$ cat src/rtl/riscv_biu_arb.sv
// Two-master BIU arbiter in front of the AHB4 bridge.
// Port 0 = data-cache BIU, port 1 = instruction-fetch BIU.
module riscv_biu_arb #(
  parameter int XLEN = 64,
  parameter int PLEN = 64
) (
  input  logic            HRESETn,
  input  logic            HCLK,

  input  logic            biu0_stb_i,
  output logic            biu0_stb_ack_o,
  output logic            biu0_d_ack_o,
  input  logic [PLEN-1:0] biu0_adri_i,
  output logic [PLEN-1:0] biu0_adro_o,
  input  logic [2:0]      biu0_size_i,
  input  logic [2:0]      biu0_type_i,
  input  logic [2:0]      biu0_prot_i,
  input  logic            biu0_lock_i,
  input  logic            biu0_we_i,
  input  logic [XLEN-1:0] biu0_d_i,
  output logic [XLEN-1:0] biu0_q_o,
  output logic            biu0_ack_o,
  output logic            biu0_err_o,

  input  logic            biu1_stb_i,
  output logic            biu1_stb_ack_o,
  output logic            biu1_d_ack_o,
  input  logic [PLEN-1:0] biu1_adri_i,
  output logic [PLEN-1:0] biu1_adro_o,
  input  logic [2:0]      biu1_size_i,
  input  logic [2:0]      biu1_type_i,
  input  logic [2:0]      biu1_prot_i,
  input  logic            biu1_lock_i,
  input  logic            biu1_we_i,
  input  logic [XLEN-1:0] biu1_d_i,
  output logic [XLEN-1:0] biu1_q_o,
  output logic            biu1_ack_o,
  output logic            biu1_err_o,

  output logic            biu_stb_o,
  input  logic            biu_stb_ack_i,
  input  logic            biu_d_ack_i,
  output logic [PLEN-1:0] biu_adri_o,
  input  logic [PLEN-1:0] biu_adro_i,
  output logic [2:0]      biu_size_o,
  output logic [2:0]      biu_type_o,
  output logic [2:0]      biu_prot_o,
  output logic            biu_lock_o,
  output logic            biu_we_o,
  output logic [XLEN-1:0] biu_d_o,
  input  logic [XLEN-1:0] biu_q_i,
  input  logic            biu_ack_i,
  input  logic            biu_err_i
);

  // GAP is the single dead idle cycle after every burst end
  typedef enum logic [1:0] {
    IDLE,
    BUSY,
    GAP
  } state_t;

  state_t     state;
  state_t     nxt_state;
  logic       owner;
  logic       nxt_owner;
  logic       rr_last;
  logic       nxt_rr_last;
  logic       lock_hold;
  logic       nxt_lock_hold;
  logic [3:0] beat_cnt;
  logic [3:0] nxt_beat_cnt;

  logic [1:0] stb;
  logic [1:0] lock;
  logic       sel;
  logic       cur;
  logic       req;
  logic [2:0] cur_type;

  assign stb  = {biu1_stb_i, biu0_stb_i};
  assign lock = {biu1_lock_i, biu0_lock_i};

  // remaining beats after the first one, by burst type
  function automatic logic [3:0] type2cnt(input logic [2:0] t);
    logic [3:0] c;
    unique case (t)
      3'd0, 3'd1: c = 4'd0;
      3'd2, 3'd3: c = 4'd3;
      3'd4, 3'd5: c = 4'd7;
      default:    c = 4'd15;
    endcase
    return c;
  endfunction

  // idle arbitration: lock first, then single requester, then round-robin
  always_comb begin
    sel = owner;
    if (lock_hold)
      sel = owner;
    else if (stb == 2'b11)
      sel = ~rr_last;
    else if (stb[1])
      sel = 1'b1;
    else if (stb[0])
      sel = 1'b0;
  end

  assign cur      = (state == IDLE) ? sel : owner;
  assign req      = HRESETn & (state == IDLE) & stb[sel];
  assign cur_type = cur ? biu1_type_i : biu0_type_i;

  // state register and arbitration bookkeeping
  always_ff @(posedge HCLK or negedge HRESETn) begin
    if (!HRESETn) begin
      state     <= IDLE;
      owner     <= 1'b0;
      rr_last   <= 1'b1;
      lock_hold <= 1'b0;
      beat_cnt  <= 4'd0;
    end else begin
      state     <= nxt_state;
      owner     <= nxt_owner;
      rr_last   <= nxt_rr_last;
      lock_hold <= nxt_lock_hold;
      beat_cnt  <= nxt_beat_cnt;
    end
  end

  // next-state: grant, beat counting, error abort, lock release
  always_comb begin
    nxt_state     = state;
    nxt_owner     = owner;
    nxt_rr_last   = rr_last;
    nxt_lock_hold = lock_hold;
    nxt_beat_cnt  = beat_cnt;
    unique case (state)
      IDLE: begin
        if (lock_hold && !lock[owner])
          nxt_lock_hold = 1'b0;
        if (req && biu_stb_ack_i) begin
          nxt_state    = BUSY;
          nxt_owner    = sel;
          nxt_rr_last  = sel;
          nxt_beat_cnt = type2cnt(cur_type);
        end
      end
      BUSY: begin
        if (biu_err_i) begin
          nxt_state     = GAP;
          nxt_beat_cnt  = 4'd0;
          nxt_lock_hold = 1'b0;
        end else if (biu_ack_i) begin
          if (beat_cnt == 4'd0) begin
            nxt_state     = GAP;
            nxt_lock_hold = lock[owner];
          end else begin
            nxt_beat_cnt = beat_cnt - 4'd1;
          end
        end
      end
      GAP: begin
        nxt_state = IDLE;
        if (lock_hold && !lock[owner])
          nxt_lock_hold = 1'b0;
      end
      default: nxt_state = IDLE;
    endcase
  end

  // outputs: request mux to bridge, responses to owner only
  always_comb begin
    biu_stb_o      = req;
    biu_adri_o     = cur ? biu1_adri_i : biu0_adri_i;
    biu_size_o     = cur ? biu1_size_i : biu0_size_i;
    biu_type_o     = cur_type;
    biu_prot_o     = cur ? biu1_prot_i : biu0_prot_i;
    biu_lock_o     = cur ? biu1_lock_i : biu0_lock_i;
    biu_we_o       = cur ? biu1_we_i   : biu0_we_i;
    biu_d_o        = cur ? biu1_d_i    : biu0_d_i;

    biu0_stb_ack_o = req & ~sel & biu_stb_ack_i;
    biu1_stb_ack_o = req &  sel & biu_stb_ack_i;

    biu0_d_ack_o   = 1'b0;
    biu0_ack_o     = 1'b0;
    biu0_err_o     = 1'b0;
    biu0_q_o       = '0;
    biu0_adro_o    = '0;
    biu1_d_ack_o   = 1'b0;
    biu1_ack_o     = 1'b0;
    biu1_err_o     = 1'b0;
    biu1_q_o       = '0;
    biu1_adro_o    = '0;

    if (state == BUSY) begin
      if (owner) begin
        biu1_d_ack_o = biu_d_ack_i;
        biu1_ack_o   = biu_ack_i;
        biu1_err_o   = biu_err_i;
        biu1_q_o     = biu_q_i;
        biu1_adro_o  = biu_adro_i;
      end else begin
        biu0_d_ack_o = biu_d_ack_i;
        biu0_ack_o   = biu_ack_i;
        biu0_err_o   = biu_err_i;
        biu0_q_o     = biu_q_i;
        biu0_adro_o  = biu_adro_i;
      end
    end
  end

endmodule

$ cat config.mk
export PLATFORM = sky130hd
export DESIGN_NAME = riscv_biu_arb
export DESIGN_NICKNAME = d
export VERILOG_FILES = /design/src/rtl/riscv_biu_arb.sv
export SDC_FILE = /design/constraint.sdc
export NUM_CORES = 1
export LEC_CHECK = 0
export ABC_AREA = 1
export CORE_AREA = 2 2 322 324
export DETAILED_ROUTE_END_ITERATION = 16
export DIE_AREA = 0 0 324 326
export PLACE_DENSITY = 0.36
export SLEW_MARGIN = 0
export SYNTH_ARGS = -nofsm -noshare
export SYNTH_HDL_FRONTEND = slang
export SYNTH_SLANG_ARGS = --single-unit
$ cat constraint.sdc
create_clock -name HCLK -period 1.8 [get_ports HCLK]
set_input_delay 0.36 -clock HCLK [delete_from_list [all_inputs] [get_ports HCLK]]
set_output_delay 0.36 -clock HCLK [all_outputs]
set_load 0.01 [all_outputs]
======== After elaboration in Yosys (flattened, before gate mapping) ========
Index checks and enable logic that the tools add are counted.
cells by class
  add/subtract/negate cells ............... 1
  $lt $le $gt $ge ......................... 2
  equality and inequality tests ........... 13
  mux-type cells .......................... 52
  bitwise gates (word level) .............. 8
  reduce and logical (&&, ||, !) cells .... 16
operators by type and width
  operator               number
  $mux W64               10
  $mux W1                27
  $mux W4                4
  $pmux W4 S3            1
  $mux W3                3
  $ne A3 B3 Y1 const B   3
  $mux W2                4
  $pmux W4 S2            1
  $reduce_and A4 Y1      2
  $reduce_or A2 Y1       4
  $and A1 B1 Y1          6
  $eq A3 B2 Y1 const B   2
  $eq A3 B3 Y1 const B   2
  $eq A2 B2 Y1 const B   2
  $logic_not A4 Y1       1
  $lt A1 B2 Y1 const B   2
  $ne A2 B1 Y1 const B   2
  $pmux W2 S2            1
  $reduce_bool A2 Y1     2
  $sub A4 B1 Y4 const B  1
  $eq A3 B1 Y1 const B   1
  $logic_not A3 Y1       1
  $reduce_and A3 Y1      1
  $eq A2 B1 Y1 const B   1
  6 further kinds        8
storage, ports and cells
  bits in registers ....................... 9
  input port bits ......................... 414
  output and inout bits ................... 404
  word-level logic and storage cells ...... 97

======== Depth between registers and ports, before layout ========
  depth after elaboration ................. 11
  mapped depth ............................ 11

======== Worst setup path after synthesis ========
OpenSTA, ideal clock, no wires.
  kind .................................... register to output
  from .................................... reg rr_last
  to ...................................... out biu_adri_o[23]
  arrival ................................. 1.496 ns
  slack ................................... -0.056 ns
  stages on the path, launching flop included .. 8
  buffers on the path ..................... 2
  path through ............................ dfstp_2 > nand2_1 > nand3_1 > nand3_2 > nand2_2 > buf_6 > buf_6 > mux2_4
on the way
  longest elaborated chain between the ends .. 5
RTL lines
  item                      line  text
  start: declaration        67    logic rr_last;
  start signal: assignment  124   rr_last <= nxt_rr_last;
  $not A1 Y1                102   sel = ~rr_last;
  $mux W1                   101   else if (stb == 2'b11)
  $mux W1                   99    if (lock_hold)
  $mux W1                   109   assign cur = (state == IDLE) ? sel : owner;
  $mux W64                  174   biu_adri_o = cur ? biu1_adri_i : biu0_adri_i;
  end: declaration          43    output logic [PLEN-1:0] biu_adri_o,
No other way between the ends.

======== Worst setup path in the final report ========
  from .................................... reg rr_last
  to ...................................... out biu_d_o[42]
on the way
  longest elaborated chain between the ends .. 5
RTL lines
  item              line  text
  $not A1 Y1        102
  $mux W1           101
  $mux W1           99
  $mux W1           109
  $mux W64          180   biu_d_o = cur ? biu1_d_i : biu0_d_i;
  end: declaration  50    output logic [XLEN-1:0] biu_d_o,
No other way between the ends.

==> impl_metrics.tcl <==
set metrics [dict create \
    status "complete, but fails checks" \
    violations "negative setup slack" \
    rows 118 \
    grt_pass1_vias 8562 \
    period_minus_slack_ns 2.52 \
    fin_nets 2175 \
    fp.coreArea_um2 103000 \
    rsz0062_at_grt "yes" \
    skew_ns 0.00379 \
    fill_cells 11521 \
    pwr-share-comb 0.968 \
    power_density_nw_per_um2 1270 \
    setup_slack_ns -0.720 \
    cp.arrival_ns 2.16 \
    gr-usage-all-layers 0.101 \
    viasPerCell 2.78 \
    synth_area_per_cell_um2 6.42 \
    drt_first_iter_violations 214 \
    cts_num_sinks 9 \
    antenna_left 0 \
    synth_cells 683 \
    cp_max_fo 4 \
    wl_per_cell_um 18.8 \
    ir_drop_uv 677 \
    port_buffers 817 \
    gp_congestion 0.822 \
    yosysWarnings 0 \
    overflow 0 \
    hold_viol 0 \
    clkTransAtPathRegs_ns 0.04 \
    ctsHoldBuffers 0 \
    syn_nets 1099 \
    crit_path_start_kind "flip-flop" \
    wirelength_um 59300 \
    seqPwrFrac 0.015 \
    ios 818 \
    final_core_util 0.188 \
    stdcell_count 3147 \
    setup_viol 408 \
    place_ws_ns -1.23 \
    crit_type "reg2out" \
    dp_hpwl_um 50100 \
    firstDrtPassIters 4 \
    cap_violations 0 \
    drive_above_1_share 0.622 \
    dp_cells 2941 \
    cts_tree "built" \
    p_leak_nw 8.89 \
    multiInputGateArea_um2 4940 \
    end_kind "primary output" \
    synth_cell_types 21 \
    yosysSeqAreaShare 0.0516 \
    die_area_um2 106000 \
    grt_pass1_wl_um 72800 \
    p_int_mw 14.9 \
    start_util 0.0427 \
    numCtsBuffers 3 \
    syn_to_final_growth_pct 339 \
    pwr-share-clk 0.016 \
    seq_area_um2 229 \
    cts_buffer_depth 2 \
    die_w_um 324 \
    die_h_um 326 \
    vias 8754 \
    fin_setup_tns_ns -211.00 \
    ctsHtreeMaxLevel 1 \
    netlist_area_um2 4390 \
    drc 0 \
    fin_crit_sh 1.40 \
    grt_max_degree 15 \
    antenna_found_initial 22 \
    hold_path_class "in2async" \
    insertion_delay_ns 0.24 \
    p_sw_mw 9.54 \
    relSlewSlack 0.763 \
    maxSlewViolCount 0 \
    cts-root-buf "clkbuf_16" \
    required_ns 1.44 \
    fmax_mhz 397 \
    synth-seq-cells 9 \
    swShare 0.390 \
    worst_slew_pin_slew_ns 0.351 \
]
## worst max-delay path, cell delays in order, from the launching register on
cell     delay (ns)
dfstp_2        0.55
nand2_2        0.07
nand3_4        0.07
nand3_4        0.11
buf_12         0.16
nand2_8        0.08
buf_12         0.13
buf_6          0.10
buf_6          0.11
buf_6          0.10
mux2_4         0.29
buf_6          0.13
## worst paths after layout
kind	from	to	slack (ns)	depth (start not counted)
max in group asynchronous	HRESETn	rr_last$_DFFE_PN1P_	1.13	2
min in group HCLK	beat_cnt[3]$_DFFE_PN0P_	beat_cnt[3]$_DFFE_PN0P_	0.49	2
setup / recovery	rr_last$_DFFE_PN1P_	biu_d_o[42]	-0.72	11
hold / removal	HRESETn	lock_hold$_DFFE_PN0P_	0.45	2
setup reg to reg	state[0]$_DFFE_PN0P_	beat_cnt[3]$_DFFE_PN0P_	-0.43	18
hold reg to reg	beat_cnt[3]$_DFFE_PN0P_	beat_cnt[3]$_DFFE_PN0P_	0.49	2
## synth_stat cells
| cell type | number | area, µm² |
|---|---|---|
| a21boi_1 | 1 | 7.51 |
| nor2_1 | 280 | 1050 |
| nand2_1 | 28 | 105 |
| buf_2 | 21 | 105 |
| o22ai_1 | 1 | 6.26 |
| nand2_2 | 2 | 12.5 |
| o21ai_0 | 4 | 20.0 |
| a21oi_1 | 3 | 15.0 |
| and2_1 | 1 | 6.26 |
| dfrtp_1 | 8 | 200 |
| buf_6 | 13 | 146 |
| mux2_2 | 28 | 315 |
| clkbuf_1 | 10 | 37.5 |
| nand3_1 | 13 | 65.1 |
| mux2_4 | 108 | 1620 |
| dfstp_2 | 1 | 26.3 |
| inv_1 | 151 | 567 |
| ha_1 | 2 | 25.0 |
| nand3_2 | 2 | 20.0 |
| xor2_1 | 2 | 17.5 |
| inv_2 | 4 | 15.0 |
## power groups by stage
stage | combinational, mW | clock (mW) | sequential (mW)
after floorplan | 7.52 | 0 | 0.341
after CTS | 20.0 | 0.409 | 0.380
final | 23.7 | 0.402 | 0.378
after global placement | 15.2 | 0 | 0.373
after detailed placement | 15.2 | 0 | 0.371
after global routing | 25.0 | 0.423 | 0.392
## per-stage QoR
stage          area, µm²  total power [mW]  hold slack, ns
3_3_place_gp       15000              15.6           0.481
3_5_place_dp       15000              15.5           0.478
2_1_floorplan       4500              7.86          0.0644
6_report           19200              24.5           0.447
5_1_grt            19200              25.9           0.464
4_1_cts            16600              20.8           0.459
## repair_timing
action | in CTS | in global routing
buffers inserted | 115 | 97
pin swaps | 14 | 39
cloned | 16 | 4
endpoints found under the setup margin | 408 | 408
gates resized for setup | 1192 | 1333
## sequential cells by signal (all words and copies together), names as in the netlist
| register | count |
|---|---|
| beat_cnt | 4 |
| state | 2 |
| lock_hold | 1 |
| owner | 1 |
| rr_last | 1 |
## cell usage in the layout, fill, tap and decap left out, types with 52 or more instances in the layout
| cell type | n |
|---|---|
| buf_6 | 375 |
| nor2_2 | 65 |
| clkdlybuf4s50_1 | 411 |
| buf_12 | 52 |
| nor2_4 | 160 |
| inv_1 | 148 |
| mux2_4 | 134 |
| buf_4 | 96 |
| buf_2 | 115 |
| nor2_1 | 55 |
## layer usage
layer | up-vias | GRT usage | part of all wire
li1 | 4217 | - | -
met4 | 24 | 0.0154 | 0.012
met1 | 4036 | 0.115 | 0.38
met2 | 427 | 0.168 | 0.48
met5 | - | 0 | 0.0023
met3 | 50 | 0.0550 | 0.13
## final cells by class
type,count,area share
multi-input cells,477,0.257
repair buffers,1113,0.606
well taps,1380,0.0897
clock buffers,4,0.00410
inverters,155,0.0304
flip-flops and latches,9,0.0119
diodes,9,0.00117
## cell families after synthesis
| kind of cell | Yosys count | synth area share |
|---|---|---|
| XOR/XNOR | 2 | 0.00400 |
| buffers and inverters | 199 | 0.199 |
| multiplexers | 136 | 0.442 |
| flip-flops | 9 | 0.0516 |
| adder cells (fa/ha/maj) | 2 | 0.00571 |
| AND/OR/NAND/NOR | 326 | 0.287 |
| AO/OA/AOI/OAI | 9 | 0.0111 |
(Power assumes the default switching activity.)
